**config.mk**
```make
export PLATFORM = sky130hd
export DESIGN_NAME = atomrvcore_ifu_pf
export DESIGN_NICKNAME = d
export VERILOG_FILES = /design/src/rtl/atomrvcore_ifu_pf.sv
export SDC_FILE = /design/constraint.sdc
export NUM_CORES = 1
export LEC_CHECK = 0
export ABC_AREA = 1
export CAP_MARGIN = 0
export CELL_PAD_IN_SITES_DETAIL_PLACEMENT = 1
export CELL_PAD_IN_SITES_GLOBAL_PLACEMENT = 2
export CORE_UTILIZATION = 34
export CTS_CLUSTER_DIAMETER = 80
export DETAILED_ROUTE_END_ITERATION = 8
export PLACE_DENSITY_LB_ADDON = 0.1
export SLEW_MARGIN = 10
export SYNTH_ARGS = -nofsm -noshare
export SYNTH_HDL_FRONTEND = slang
export SYNTH_SLANG_ARGS = --single-unit
```
**constraint.sdc**
```tcl
create_clock -name clk_i -period 6.95 [get_ports clk_i]
set_input_delay 0.695 -clock clk_i [delete_from_list [all_inputs] [get_ports clk_i]]
set_output_delay 0.695 -clock clk_i [all_outputs]
set_load 0.01 [all_outputs]
```
**src/rtl/atomrvcore_ifu_pf.sv**
```systemverilog
// Prefetching instruction fetch unit for atomRVCORE.
// Issues word fetches over a request/grant port, buffers returned
// instructions with their PCs in a DEPTH-entry FIFO, and presents the head
// to the decoder over valid/ready. A redirect flushes the FIFO, retargets the
// fetch path and marks every in-flight response as stale.
// Ports:
//   clk_i, rst_ni              clock, synchronous active-low reset
//   fetch_en_i                 allow new fetch requests
//   imem_req_o/addr_o/gnt_i    fetch request channel
//   imem_rvalid_i/rdata_i      in-order response channel
//   redirect_i/redirect_pc_i   control-flow redirect pulse and target
//   instr_valid_o/ready_i      decoder handshake, instr_o/instr_pc_o payload
//   spurious_o                 response seen with nothing outstanding
module atomrvcore_ifu_pf #(
  parameter int unsigned          DATAWIDTH = 32,
  parameter int unsigned          DEPTH     = 4,
  parameter logic [DATAWIDTH-1:0] RESET_PC  = '0
) (
  input  logic                 clk_i,
  input  logic                 rst_ni,
  input  logic                 fetch_en_i,
  output logic                 imem_req_o,
  output logic [DATAWIDTH-1:0] imem_addr_o,
  input  logic                 imem_gnt_i,
  input  logic                 imem_rvalid_i,
  input  logic [DATAWIDTH-1:0] imem_rdata_i,
  input  logic                 redirect_i,
  input  logic [DATAWIDTH-1:0] redirect_pc_i,
  output logic                 instr_valid_o,
  input  logic                 instr_ready_i,
  output logic [DATAWIDTH-1:0] instr_o,
  output logic [DATAWIDTH-1:0] instr_pc_o,
  output logic                 spurious_o
);

  localparam int unsigned CW = $clog2(DEPTH + 1);  // counters 0..DEPTH
  localparam int unsigned PW = $clog2(DEPTH);      // FIFO pointers
  localparam int unsigned SW = CW + 1;             // credit sum
  localparam logic [DATAWIDTH-1:0] PC_STEP  = DATAWIDTH'(4);
  localparam logic [DATAWIDTH-1:0] PC_ALIGN = ~DATAWIDTH'(3);

  typedef enum logic {IDLE = 1'b0, FETCH = 1'b1} state_e;

  state_e               state_q, state_d;
  logic [DATAWIDTH-1:0] fetch_pc_q, fetch_pc_d;
  logic [DATAWIDTH-1:0] resp_pc_q, resp_pc_d;
  logic [CW-1:0]        outstanding_q, outstanding_d;
  logic [CW-1:0]        discard_q, discard_d;
  logic [CW-1:0]        count_q, count_d;
  logic [PW-1:0]        rd_ptr_q, rd_ptr_d;
  logic [PW-1:0]        wr_ptr_q, wr_ptr_d;
  logic [DATAWIDTH-1:0] pc_mem_q [DEPTH];
  logic [DATAWIDTH-1:0] pc_mem_d [DEPTH];
  logic [DATAWIDTH-1:0] instr_mem_q [DEPTH];
  logic [DATAWIDTH-1:0] instr_mem_d [DEPTH];

  logic                 gnt_fire;
  logic                 rsp_fire;
  logic                 push;
  logic                 pop;
  logic [DATAWIDTH-1:0] redirect_tgt;

  // FSM state register
  always_ff @(posedge clk_i) begin
    if (!rst_ni) state_q <= IDLE;
    else         state_q <= state_d;
  end

  // FSM next state
  always_comb begin
    state_d = state_q;
    case (state_q)
      IDLE:    if (fetch_en_i)  state_d = FETCH;
      FETCH:   if (!fetch_en_i) state_d = IDLE;
      default: state_d = IDLE;
    endcase
  end

  // FSM output: request only while buffered plus in-flight words leave room
  always_comb begin
    imem_req_o = 1'b0;
    if ((state_q == FETCH) && ((SW'(count_q) + SW'(outstanding_q)) < SW'(DEPTH)))
      imem_req_o = 1'b1;
  end

  assign gnt_fire     = imem_req_o && imem_gnt_i;
  assign rsp_fire     = imem_rvalid_i && (outstanding_q != '0);
  assign push         = rsp_fire && (discard_q == '0) && !redirect_i;
  assign pop          = instr_valid_o && instr_ready_i && !redirect_i;
  assign redirect_tgt = redirect_pc_i & PC_ALIGN;

  // Fetch/response bookkeeping and FIFO update
  always_comb begin
    fetch_pc_d    = fetch_pc_q;
    resp_pc_d     = resp_pc_q;
    discard_d     = discard_q;
    rd_ptr_d      = rd_ptr_q;
    wr_ptr_d      = wr_ptr_q;
    pc_mem_d      = pc_mem_q;
    instr_mem_d   = instr_mem_q;
    outstanding_d = outstanding_q + CW'(gnt_fire) - CW'(rsp_fire);
    count_d       = count_q + CW'(push) - CW'(pop);

    if (gnt_fire) fetch_pc_d = fetch_pc_q + PC_STEP;
    if (rsp_fire && (discard_q != '0)) discard_d = discard_q - CW'(1);

    if (push) begin
      pc_mem_d[wr_ptr_q]    = resp_pc_q;
      instr_mem_d[wr_ptr_q] = imem_rdata_i;
      wr_ptr_d              = wr_ptr_q + PW'(1);
      resp_pc_d             = resp_pc_q + PC_STEP;
    end
    if (pop) rd_ptr_d = rd_ptr_q + PW'(1);

    // Everything still in flight after this cycle, including a grant taken
    // now on the old path, belongs to the abandoned stream.
    if (redirect_i) begin
      fetch_pc_d = redirect_tgt;
      resp_pc_d  = redirect_tgt;
      discard_d  = outstanding_d;
      count_d    = '0;
      rd_ptr_d   = '0;
      wr_ptr_d   = '0;
    end
  end

  // Datapath registers
  always_ff @(posedge clk_i) begin
    if (!rst_ni) begin
      fetch_pc_q    <= RESET_PC;
      resp_pc_q     <= RESET_PC;
      outstanding_q <= '0;
      discard_q     <= '0;
      count_q       <= '0;
      rd_ptr_q      <= '0;
      wr_ptr_q      <= '0;
      pc_mem_q      <= '{default: '0};
      instr_mem_q   <= '{default: '0};
    end else begin
      fetch_pc_q    <= fetch_pc_d;
      resp_pc_q     <= resp_pc_d;
      outstanding_q <= outstanding_d;
      discard_q     <= discard_d;
      count_q       <= count_d;
      rd_ptr_q      <= rd_ptr_d;
      wr_ptr_q      <= wr_ptr_d;
      pc_mem_q      <= pc_mem_d;
      instr_mem_q   <= instr_mem_d;
    end
  end

  assign imem_addr_o   = fetch_pc_q;
  assign instr_valid_o = (count_q != '0);
  assign instr_o       = instr_mem_q[rd_ptr_q];
  assign instr_pc_o    = pc_mem_q[rd_ptr_q];
  assign spurious_o    = imem_rvalid_i && (outstanding_q == '0);

endmodule

```
==> impl_metrics.csv <==
group,metric,value,unit
detailed_routing,vias_per_cell,5.174,
detailed_routing,wirelength,51970,um
floorplanning,die_area,0.04453,sq mm
global_routing,met1_usage,0.3251,
detailed_routing,post_drt_wl_per_cell,18.32,um
layout,layoutNonFillerInstCount,2836,
min_path,hold_path.class,"flip-flop to flip-flop",
yosys,synth-seq-cells,322,
yosys,syn_area,0.01485,sq mm
layout,diodes,0,
flow_run,maxCapViolCount,0,
timing,setup_viol_count_final,0,
global_routing,grt_overflow,0,
cts,clock_path_buffers,3,
global_routing,grtUsageTotal,0.2338,
critical_path,cp.required,6.25,ns
cts,clkSinkCount,322,
timing,worst_slack,2.114,ns
timing,max_slew_margin,0.2625,
detailed_routing,ant_nets,0,
critical_path,path_class,"flip-flop to output pin",
cts,cts-root-buf,"clkbuf_16",
floorplanning,row_count,76,
yosys,synth_cell_type_count,36,
critical_path,rr_worst_depth,11,
critical_path,end_kind,"output pin",
floorplanning,ioPinCount,170,
yosys,synth_edf_count,0,
timing,slew_violations,0,
detailed_routing,drc,0,
yosys,synth_seq_area_share,0.4340,
place,placed_cells,2767,
place,dp_hpwl,32170,um
floorplanning,coreArea,0.04308,sq mm
yosys,async_flop_share,0,
place,dpl_cell_area,0.01664,sq mm
global_routing,met2_usage,0.3777,
timing,tightest_slew,1.106,ns
timing,timing.final.crit_share,0.6958,
global_routing,grtUsageMet3,0.03226,
critical_path,startpoint_type,"flip-flop",
timing,tns,0,ns
cts,cts.repair.resized,0,
min_path,worstHoldPathCells,2,
layout,area.growth.synth_to_final,21.15,%
place,io_buffers,163,
power,p_leak,0.006990,uW
yosys,synthFlopType,"dfxtp_1",
detailed_routing,drt_iter0_markers,723,
place,dpl_worst_slack,2.645,ns
floorplanning,die_h,211.0,um
place,gp_congestion,0.8435,
cts,clkTransAtPathRegs,0.06,ns
global_routing,grt_pass1_wl,82040,um
critical_path,crit_fanout,73,
outcome,status,"completed",
cts,cts_tree,"yes",
detailed_routing,num_vias,14674,
layout,stdcell_area,0.01799,sq mm
cts,cts_hold_buf,0,
timing,finalCriticalPeriod,4.836,ns
global_routing,gr-max-usage-layer,"met2",
global_routing,grt_pass1_vias,14666,
timing,fmax,206.8,MHz
floorplanning,die_w,211.0,um
power,power_density,277.6,mW/mm^2
cts,post-cts-setup-buffers,0,
global_routing,antenna_found_initial,0,
yosys,ys_warn_count,0,
floorplanning,start_util,0.3448,
cts,numCtsBuffers,39,
timing,rsz0062_at_grt,"false",
cts,clk_latency,0.57,ns
timing,hold_viol,0,
detailed_routing,firstDrtPassIters,5,
critical_path,arrival,4.14,ns
timing,skew,0.02537,ns
cts,htreeDepth,2,
global_routing,grt_max_degree,131,
layout,layout-drive-gt1-share,0.04753,
yosys,syn-mean-instance-area,6.908,sq um
layout,nets,2310,
yosys,syn-instance-count,2150,
power,ir_drop,133.0,uV
-- path summary, 6_finish.rpt --
kind	end	slack [ns]	startpoint
setup / recovery	instr_pc_o[14]	2.11	rd_ptr_q[0]
hold / removal	instr_mem_q[90]	0.47	instr_mem_q[90]
setup reg to reg	pc_mem_q[21]	3.40	discard_q[0]
hold reg to reg	instr_mem_q[90]	0.47	instr_mem_q[90]
-- final cells by class --
| cell class | count | area [sq um] |
|---|---|---|
| clock buffer | 60 | 1217 |
| clock inverter | 9 | 135.1 |
| fill | 5391 | 25080 |
| inverter | 125 | 471.7 |
| multi-input combinational | 1560 | 7267 |
| sequential | 322 | 6454 |
| tap | 585 | 732.0 |
| timing repair buffer | 175 | 1718 |
-- cell usage after synthesis, types with 9 or more instances --
master	instances	area, sq um
nor2_2	9	56.30
a21oi_1	173	865.8
nand3_1	79	395.4
o21ai_1	21	105.1
nor2_1	510	1914
dfxtp_1	322	6446
o22ai_1	64	400.4
clkbuf_1	85	319.1
ha_1	14	175.2
buf_2	40	200.2
inv_1	115	431.7
nand2_1	236	885.9
buf_4	20	150.1
o21ai_0	393	1967
xor2_1	15	131.4
-- critical path, stage by stage, from the launching register on --
cell and delay (ns):
dfxtp_4 0.80, clkinv_2 1.05, buf_4 0.66, o21ai_0 0.27
o22ai_1 0.16, clkdlybuf4s50_1 0.53
-- layout by cell type, fill, tap and decap left out, drive strengths merged --
| cell type | Yosys | routed |
|---|---|---|
| nor2 | 520 | 520 |
| o21ai | 414 | 414 |
| dfxtp | 322 | 322 |
| nand2 | 243 | 243 |
| a21oi | 173 | 173 |
| clkdlybuf4s50 | 0 | 161 |
| inv | 123 | 124 |
| nand3 | 80 | 80 |
| o22ai | 64 | 64 |
| clkbuf | 85 | 60 |
| xor2 | 15 | 15 |
| ha | 14 | 14 |
| buf | 61 | 14 |
| nand4 | 8 | 8 |
| clkinv | 2 | 7 |
| nand3b | 7 | 7 |
| conb | 1 | 4 |
| and2 | 3 | 3 |
| a31oi | 3 | 3 |
| bufinv | 0 | 3 |
| nor3 | 2 | 2 |
| xnor2 | 2 | 2 |
| o211ai | 2 | 2 |
| fa | 2 | 2 |
| nor3b | 1 | 1 |
| o21bai | 1 | 1 |
| o31ai | 1 | 1 |
| a221oi | 1 | 1 |
-- flip-flops by register name, summed over array words and instances, names as in the netlist --
signal,flops
outstanding_q,3
resp_pc_q,30
discard_q,3
pc_mem_q,120
count_q,3
wr_ptr_q,2
imem_addr_o,30
rd_ptr_q,2
instr_mem_q,128
state_q,1
-- power by group --
part / total, uW / leakage [uW] / internal, uW / switching (uW)
clock: 2140 / 0.000672 / 1320 / 827
sequential: 2040 / 0.00261 / 1960 / 81.7
combinational: 811 / 0.00371 / 334 / 477
-- stage by stage --
step                        util  hold WS (ns)  total power [uW]
after detailed placement  0.3863        0.4667              2893
after global routing      0.4177        0.4959              5229
after CTS                 0.4177        0.4798              5062
after global placement    0.3863        0.4564              2876
after floorplan                -        0.4492              2529
final                     0.4177        0.4740              4995
-- kinds of logic (layout without fill, tap and decap cells) --
family,count (synthesis),count (layout),synth area share
buffers and inverters,271,369,0.07750
xor gates and xnor gates,17,17,0.01002
other,1,4,0.0002525
and+or+nand+nor,864,864,0.2351
AOI/OAI and AO/OA,659,659,0.2286
DFF,322,322,0.4340
adders and majority gates,16,16,0.01449
-- per-layer routing --
metal  share of wire  routed length [um]
met1            0.50               25810
met2            0.45               23460
met3           0.030                1556
met4           0.022                1139
met5               0                   0
(Power assumes the default switching activity.)
